$ cat config.mk
export PLATFORM = sky130hd
export DESIGN_NAME = serial_mag_comparator
export DESIGN_NICKNAME = d
export VERILOG_FILES = /design/src/rtl/serial_mag_comparator_pkg.sv /design/src/rtl/bit_cmp_cell.sv /design/src/rtl/serial_mag_comparator.sv
export SDC_FILE = /design/constraint.sdc
export NUM_CORES = 1
export LEC_CHECK = 0
export ABC_AREA = 1
export CORE_MARGIN = 2
export CORE_UTILIZATION = 38
export CTS_BUF_LIST = sky130_fd_sc_hd__clkbuf_4
export DETAILED_ROUTE_END_ITERATION = 6
export GPL_TIMING_DRIVEN = 1
export PLACE_DENSITY = 0.63
export SYNTH_ARGS = -nofsm -noshare
export SYNTH_HDL_FRONTEND = slang
export SYNTH_SLANG_ARGS = --single-unit
export TNS_END_PERCENT = 50
$ cat constraint.sdc
create_clock -name clk -period 2.36 [get_ports clk]
set_input_delay 0.354 -clock clk [delete_from_list [all_inputs] [get_ports clk]]
set_output_delay 0.354 -clock clk [all_outputs]
set_load 0.1 [all_outputs]
$ cat src/rtl/serial_mag_comparator_pkg.sv
// Shared encodings for the comparator family: FSM states, the one-hot {G,E,L} result
// words, and an index-width helper.
package serial_mag_comparator_pkg;

  typedef enum logic [0:0] {
    ST_IDLE = 1'b0,
    ST_RUN  = 1'b1
  } state_t;

  // Result words are packed as {G, E, L}.
  localparam logic [2:0] RES_GT = 3'b100;
  localparam logic [2:0] RES_EQ = 3'b010;
  localparam logic [2:0] RES_LT = 3'b001;

  function automatic int unsigned idx_width(input int unsigned width);
    return (width > 1) ? $clog2(width) : 1;
  endfunction

endpackage

$ cat src/rtl/bit_cmp_cell.sv
// Combinational 1-bit greater/equal/less stage. Once an earlier bit has decided the
// result (e_in=0), the incoming verdict passes straight through.
module bit_cmp_cell (
  input  logic a_i,
  input  logic b_i,
  input  logic g_in,
  input  logic e_in,
  input  logic l_in,
  input  logic inv,
  output logic g_out,
  output logic e_out,
  output logic l_out
);

  logic bit_gt;
  logic bit_lt;

  always_comb begin
    // The sign bit of a two's-complement value carries negative weight.
    bit_gt = inv ? (~a_i & b_i) : (a_i & ~b_i);
    bit_lt = inv ? (a_i & ~b_i) : (~a_i & b_i);
    g_out  = g_in | (e_in & bit_gt);
    l_out  = l_in | (e_in & bit_lt);
    e_out  = e_in & ~(bit_gt | bit_lt);
  end

endmodule

$ cat src/rtl/serial_mag_comparator.sv
// Bit-serial magnitude comparator: latches both operands on start, then scans them
// MSB-first through one bit_cmp_cell and pulses valid with the held G/E/L result.
module serial_mag_comparator
  import serial_mag_comparator_pkg::*;
#(
  parameter int unsigned WIDTH      = 4,
  parameter bit          SIGNED     = 1'b0,
  parameter bit          EARLY_EXIT = 1'b1
) (
  input  logic             clk,
  input  logic             rst,
  input  logic             start,
  input  logic [WIDTH-1:0] a,
  input  logic [WIDTH-1:0] b,
  output logic             busy,
  output logic             valid,
  output logic             G,
  output logic             E,
  output logic             L
);

  localparam int unsigned    IdxW    = idx_width(WIDTH);
  localparam logic [IdxW-1:0] LastIdx = IdxW'(WIDTH - 1);

  state_t           state_q;
  logic [WIDTH-1:0] a_q;
  logic [WIDTH-1:0] b_q;
  logic [IdxW-1:0]  idx_q;
  logic             gt_q;
  logic             eq_q;
  logic             lt_q;

  logic bit_a;
  logic bit_b;
  logic inv;
  logic g_nxt;
  logic e_nxt;
  logic l_nxt;
  logic done;

  always_comb begin
    bit_a = a_q[idx_q];
    bit_b = b_q[idx_q];
    inv   = SIGNED && (idx_q == LastIdx);
  end

  bit_cmp_cell u_cell (
    .a_i   (bit_a),
    .b_i   (bit_b),
    .g_in  (gt_q),
    .e_in  (eq_q),
    .l_in  (lt_q),
    .inv   (inv),
    .g_out (g_nxt),
    .e_out (e_nxt),
    .l_out (l_nxt)
  );

  // Index 0 exits before any decrement, so the counter never wraps.
  always_comb begin
    done = (idx_q == '0) || (EARLY_EXIT && (g_nxt || l_nxt));
  end

  always_ff @(posedge clk or posedge rst) begin
    if (rst) begin
      state_q   <= ST_IDLE;
      a_q       <= '0;
      b_q       <= '0;
      idx_q     <= '0;
      gt_q      <= 1'b0;
      eq_q      <= 1'b0;
      lt_q      <= 1'b0;
      busy      <= 1'b0;
      valid     <= 1'b0;
      {G, E, L} <= 3'b000;
    end else begin
      valid <= 1'b0;
      case (state_q)
        ST_IDLE: begin
          if (start) begin
            a_q     <= a;
            b_q     <= b;
            idx_q   <= LastIdx;
            gt_q    <= 1'b0;
            eq_q    <= 1'b1;
            lt_q    <= 1'b0;
            busy    <= 1'b1;
            state_q <= ST_RUN;
          end
        end
        ST_RUN: begin
          if (done) begin
            {G, E, L} <= g_nxt ? RES_GT : (l_nxt ? RES_LT : RES_EQ);
            valid     <= 1'b1;
            busy      <= 1'b0;
            state_q   <= ST_IDLE;
          end else begin
            idx_q <= idx_q - IdxW'(1);
            gt_q  <= g_nxt;
            eq_q  <= e_nxt;
            lt_q  <= l_nxt;
          end
        end
        default: state_q <= ST_IDLE;
      endcase
    end
  end

endmodule

==> impl_metrics.ini, run 1 <==
[outcome]
run_status = complete, no violations

[place]
gpl.final_weighted_congestion = 0.8077
buffer_ports.inserted = 15
place_worst_setup_slack_ns = 0.4851
detailed_place_hpwl_microns = 1113

[detailed_routing]
drtPass1Iterations = 4
detailroute.via_count = 617
drtIter0Drc = 4
drc = 0
detail_route.wirelength_microns = 1475
via_per_inst = 4.710
drt.antenna.violating_nets = 0
detail_route.wl_per_cell_microns = 11.26

[finish]
nNetsFinal = 118
area_growth_pct = 21.76
drive_above_1_share = 0.2233
final_core_utilization = 0.4889
antennaDiodeCount = 0

[worst_setup_path]
crit_type = flop to flop
critical_path.startpoint_type = flop
worst_path_max_delay_cell = sky130_fd_sc_hd__dfrtp_1
crit_path_frequent_cell = sky130_fd_sc_hd__nand2_1
end_kind = flop
critPathMaxFanout = 6
worst_path_largest_cell_delay_ns = 0.44
worstPathCellList = inv_2 > nand2_1 > a32oi_1 > inv_1 > ha_1 > nand2_1 > nand2_1 > nor2_4 > nand2_1 > nand2_1 > inv_2 > nand2_1 > nand2_1
cp_data_arrival_time_ns = 2.10
critical_path_required_ns = 2.56

[clocking]
cts_hold_repair.buffers = 0
tritoncts.num_buffers = 3
clkLatencyLatePin_ns = 0.30
cts_num_sinks = 19
clk_root_buffer_cell = sky130_fd_sc_hd__clkbuf_4
clock_tree.buffer_depth = 2
postCtsSetupRepairBufs = 0
cts_tree = yes
htree_levels = 1
path_clk_slew_ns = 0.10
post_cts.resized_instances = 0

[sta]
timing.final.max_slew_violations = 0
tightest_slew_ns = 0.6945
postLayoutSetupSlackWorst_ns = 0.4567
finClkSkew_ns = 0.001308
period_needed_ns = 1.903
tns_ns = 0
finalHoldViolCount = 0
final.period_utilization = 0.8065
setup_viol = 0
timing.fmax_mhz = 525.4
unrepaired_setup_endpoints_after_global_routing = no
max_slew_margin = 0.5365

[synth]
synth-seq-cells = 19
synth-edff-count = 0
leading_area_contributor_after_synthesis = sky130_fd_sc_hd__dfrtp_1
seq_area_frac_synth = 0.5405
yosys_warnings = 0
synthesis.area_sq_um = 879.6
synthDistinctLibCells = 17
synth.top_cell.area_share = 0.5405
avgSynthCellArea_sq_um = 10.35
post_synth_inst_count = 85
postSynth.topFlopCell = sky130_fd_sc_hd__dfrtp_1
synthTopCellsByArea = sky130_fd_sc_hd__dfrtp_1 54%, sky130_fd_sc_hd__nand2_1 12%, sky130_fd_sc_hd__mux2_4 10%
synth.net_count = 99
fraction_of_registers_with_async_set_or_reset_after_synthesis = 1.000
ys_top_cells_by_count = 27 x sky130_fd_sc_hd__nand2_1, 19 x sky130_fd_sc_hd__dfrtp_1, 9 x sky130_fd_sc_hd__inv_1
yosys.cell_count.top_type = sky130_fd_sc_hd__nand2_1

[die]
rows = 17
die_h_microns = 52.11
pin_count = 16
starting_density = 0.4015
die_width_microns = 52.11
core_area_sq_um = 2191
fp.dieArea_sq_um = 2715

[run]
max-cap-violations = 0

[global_route]
grt_util_all_layers = 0.1299
maximum_number_of_pins_on_one_net_before_global_route_repair = 20
grt_first_pass_wirelength_microns = 2532
antenna_found_initial = 0
vias_in_the_first_global_route = 587
grt_overflow_total = 0

[worst_hold_path]
min_path_type = input port to asynchronous set/reset pin
==> per-stage QoR <==
stage / instances / hold WS (ns) / area [sq um]
global route: 131 / 0.5020 / 1071
detailed placement: 127 / 0.4604 / 1041
floorplan: 85 / 0.3051 / 879.6
global placement: 127 / 0.4624 / 1041
finish: 131 / 0.4594 / 1071
CTS: 131 / 0.4824 / 1071
==> cells in the final DEF, fill, tap and decap left out <==
| cell | count |
|---|---|
| sky130_fd_sc_hd__nor2_1 | 2 |
| sky130_fd_sc_hd__inv_1 | 9 |
| sky130_fd_sc_hd__mux2_4 | 6 |
| sky130_fd_sc_hd__nand2_2 | 3 |
| sky130_fd_sc_hd__buf_4 | 5 |
| sky130_fd_sc_hd__clkbuf_4 | 4 |
| sky130_fd_sc_hd__mux2_1 | 2 |
| sky130_fd_sc_hd__nand4_1 | 1 |
| sky130_fd_sc_hd__nand3_2 | 1 |
| sky130_fd_sc_hd__nand3_1 | 2 |
| sky130_fd_sc_hd__nor2_4 | 1 |
| sky130_fd_sc_hd__dfrtp_1 | 19 |
| sky130_fd_sc_hd__clkdlybuf4s50_1 | 10 |
| sky130_fd_sc_hd__a21oi_1 | 2 |
| sky130_fd_sc_hd__inv_2 | 3 |
| sky130_fd_sc_hd__a32oi_1 | 2 |
| sky130_fd_sc_hd__o21ai_0 | 1 |
| sky130_fd_sc_hd__nand2_1 | 27 |
| sky130_fd_sc_hd__ha_1 | 3 |
==> final cells by class <==
type | count | area, sq um
Clock buffer | 4 | 30.03
Inverter | 12 | 45.04
Fill cell | 198 | 1120
Sequential cell | 19 | 475.5
Tap cell | 28 | 35.03
Timing Repair Buffer | 15 | 137.6
Multi-Input combinational cell | 53 | 347.8
==> logic make-up (layout without fill, tap and decap cells) <==
group                      Yosys count  in the layout  synth area share
buffers and inverters               13             31           0.06401
and+or+nand+nor                     37             37            0.1878
DFF                                 19             19            0.5405
adders and majority gates            3              3           0.04268
muxes                                8              8            0.1280
AOI/OAI and AO/OA                    5              5           0.03698
==> critical path, delay by kind of cell (launching register included) <==
kind | cells | cell delay (ns)
AO/OA/AOI/OAI | 1 | 0.27
adder cells (fa/ha/maj) | 1 | 0.18
buffers and inverters | 3 | 0.25
flip-flops | 1 | 0.44
AND/OR/NAND/NOR | 8 | 0.65
==> state kept, by name (all words and copies together), names as in the netlist <==
register,cells
L,1
idx_q,2
gt_q,1
b_q,4
valid,1
a_q,4
busy,1
state_q,1
E,1
eq_q,1
lt_q,1
G,1
==> worst paths after layout <==
kind,start,end,slack (ns),depth (start not counted)
setup / recovery,idx_q[0]$_DFFE_PP0P_,E$_DFFE_PP0P_,0.46,13
hold / removal,rst,a_q[3]$_DFFE_PP0P_,0.46,2
setup reg to reg,idx_q[0]$_DFFE_PP0P_,E$_DFFE_PP0P_,0.46,13
hold reg to reg,busy$_DFFE_PP0P_,busy$_DFFE_PP0P_,0.48,2
max in group asynchronous,rst,eq_q$_DFFE_PP0P_,1.46,2
min in group clk,busy$_DFFE_PP0P_,busy$_DFFE_PP0P_,0.48,2
==> per-layer routing <==
layer	vias to the layer above	track usage	routed length, microns
met5	-	0	0
met4	0	0.09211	41
met3	5	0.02874	67
met2	16	0.1941	726
met1	290	0.1642	638
li1	306	-	-
Power of run 1 is left out: the tool's default activity adds up to more than one toggle a clock period on the data nets, which glitch-free logic cannot reach.
==> run 2, diff against run 1 <==
Clock period 2.36 ns to 1.8 ns, I/O delays scaled along.
==> run 2 against run 1 <==
Net effect:
- critical path depth down 1
- worst setup slack got worse by 0.43 ns
- core utilization increased by 5.4 points
- register-to-register slack got worse by 0.43 ns
- clock-buffer cell count down 1
- routed wire length shrank 2.0%
- sequential share of layout area fell by 4.3 points
- clock skew is 0.0062 ns higher
- final cell count increased by 6.9%
- critical endpoint is now idx_q[1]$_DFFE_PP0P_
==> impl_metrics.ini, run 2 (synthesis gave the netlist of run 1 again) <==
[outcome]
run_status = complete, no violations

[sta]
timing.fmax_mhz = 565.4
unrepaired_setup_endpoints_after_global_routing = yes
max_slew_margin = 0.7578
timing.final.max_slew_violations = 0
final.period_utilization = 0.9825
finClkSkew_ns = 0.007527
tightest_slew_ns = 0.3620
period_needed_ns = 1.769
setup_viol = 0
finalHoldViolCount = 0

[global_route]
grt_first_pass_wirelength_microns = 2622
grt_util_all_layers = 0.1300
antenna_found_initial = 0
grt_overflow_total = 0
vias_in_the_first_global_route = 626
maximum_number_of_pins_on_one_net_before_global_route_repair = 20

[worst_setup_path]
end_kind = flop
critical_path.startpoint_type = flop
critical_path_required_ns = 2.04
critPathMaxFanout = 6
crit_type = flop to flop
regToRegSetupSlack_ns = 0.03
cp_data_arrival_time_ns = 2.01

[die]
fp.dieArea_sq_um = 2715
starting_density = 0.4015
rows = 17
die_h_microns = 52.11
die_width_microns = 52.11
pin_count = 16
core_area_sq_um = 2191

[detailed_routing]
detail_route.wl_per_cell_microns = 10.33
drc = 0
drtPass1Iterations = 3
via_per_inst = 4.450
drtIter0Drc = 8
detail_route.wirelength_microns = 1446
detailroute.via_count = 623
drt.antenna.violating_nets = 0

[clocking]
clkLatencyLatePin_ns = 0.29
cts_num_sinks = 19
clock_tree.buffer_depth = 2
cts_tree = yes
htree_levels = 1
cts_hold_repair.buffers = 0
clk_root_buffer_cell = sky130_fd_sc_hd__clkbuf_4
path_clk_slew_ns = 0.11
tritoncts.num_buffers = 3

[place]
placed_cells = 131
buffer_ports.inserted = 15
gpl.final_weighted_congestion = 0.7453
detailed_place_hpwl_microns = 1056
place_area_sq_um = 1071

[finish]
largest_registers = a_q: 4 flops, b_q: 4 flops, idx_q: 2 flops
commonest_cells_after_routing_fill_and_taps_aside = 21 x sky130_fd_sc_hd__nand2_1, 18 x sky130_fd_sc_hd__dfrtp_1, 14 x sky130_fd_sc_hd__buf_4
layout.cell_area.non_filler_sq_um = 1189
drive_above_1_share = 0.4018
layout.cells.most_common = sky130_fd_sc_hd__nand2_1
final-instance-count-excl-fill = 140
nNetsFinal = 127
final_core_utilization = 0.5425
nFillCells = 201
antennaDiodeCount = 0
area_growth_pct = 35.14

[run]
max-cap-violations = 0

[worst_hold_path]
min_path_type = input port to asynchronous set/reset pin
[run 2: final timing paths]
kind	start	depth (start not counted)	endpoint
worst max-delay path	idx_q[0]$_DFFE_PP0P_	12	idx_q[1]$_DFFE_PP0P_
worst min-delay path	rst	3	a_q[0]$_DFFE_PP0P_
worst max register to register	idx_q[0]$_DFFE_PP0P_	12	idx_q[1]$_DFFE_PP0P_
worst min register to register	busy$_DFFE_PP0P_	2	busy$_DFFE_PP0P_
max in group asynchronous	rst	3	idx_q[0]$_DFFE_PP0P_
min in group clk	busy$_DFFE_PP0P_	2	busy$_DFFE_PP0P_
[run 2: critical path: stages, from the launching register on]
cell,delay (ns)
sky130_fd_sc_hd__dfrtp_2,0.48
sky130_fd_sc_hd__inv_4,0.09
sky130_fd_sc_hd__nand2_1,0.06
sky130_fd_sc_hd__a32oi_2,0.20
sky130_fd_sc_hd__inv_1,0.08
sky130_fd_sc_hd__ha_2,0.18
sky130_fd_sc_hd__nand2_2,0.06
sky130_fd_sc_hd__nand2_2,0.07
sky130_fd_sc_hd__nor2_4,0.13
sky130_fd_sc_hd__nand3_2,0.13
sky130_fd_sc_hd__nand2_4,0.11
sky130_fd_sc_hd__nand2_1,0.06
sky130_fd_sc_hd__nand2_1,0.05
[run 2: per-stage QoR]
stage / TNS [ns] / hold WS [ns] / setup WS (ns)
global placement: -0.01052 / 0.4581 / -0.01052
finish: 0 / 0.2825 / 0.03148
detailed placement: -0.1280 / 0.4616 / -0.07397
floorplan: 0 / 0.2211 / 0.1208
CTS: -0.003105 / 0.2865 / -0.003105
global route: -0.4003 / 0.3025 / -0.09808
[run 2: timing repair]
item	in CTS	in global routing
gates resized for setup	8	9
endpoints found under the setup margin	9	10
pin swaps	8	3
buffers inserted	4	1
[run 2: per-layer routing]
layer	wire length (microns)	track usage	share of wire
met1	677	0.1648	0.47
met2	681	0.2089	0.47
met3	70	0.04310	0.048
met4	17	0.03947	0.012
met5	0	0	0
[run 2: area by class of cell]
class                      instances  area [sq um]  share of cell area
tap                               28         35.03             0.02947
clock inverter                     1         5.005            0.004211
timing repair buffer              24         205.2              0.1726
inverter                          12         47.55             0.04000
sequential                        19         476.7              0.4011
clock buffer                       3         22.52             0.01895
multi-input combinational         53         396.6              0.3337
Power of run 2 is left out for the same reason.
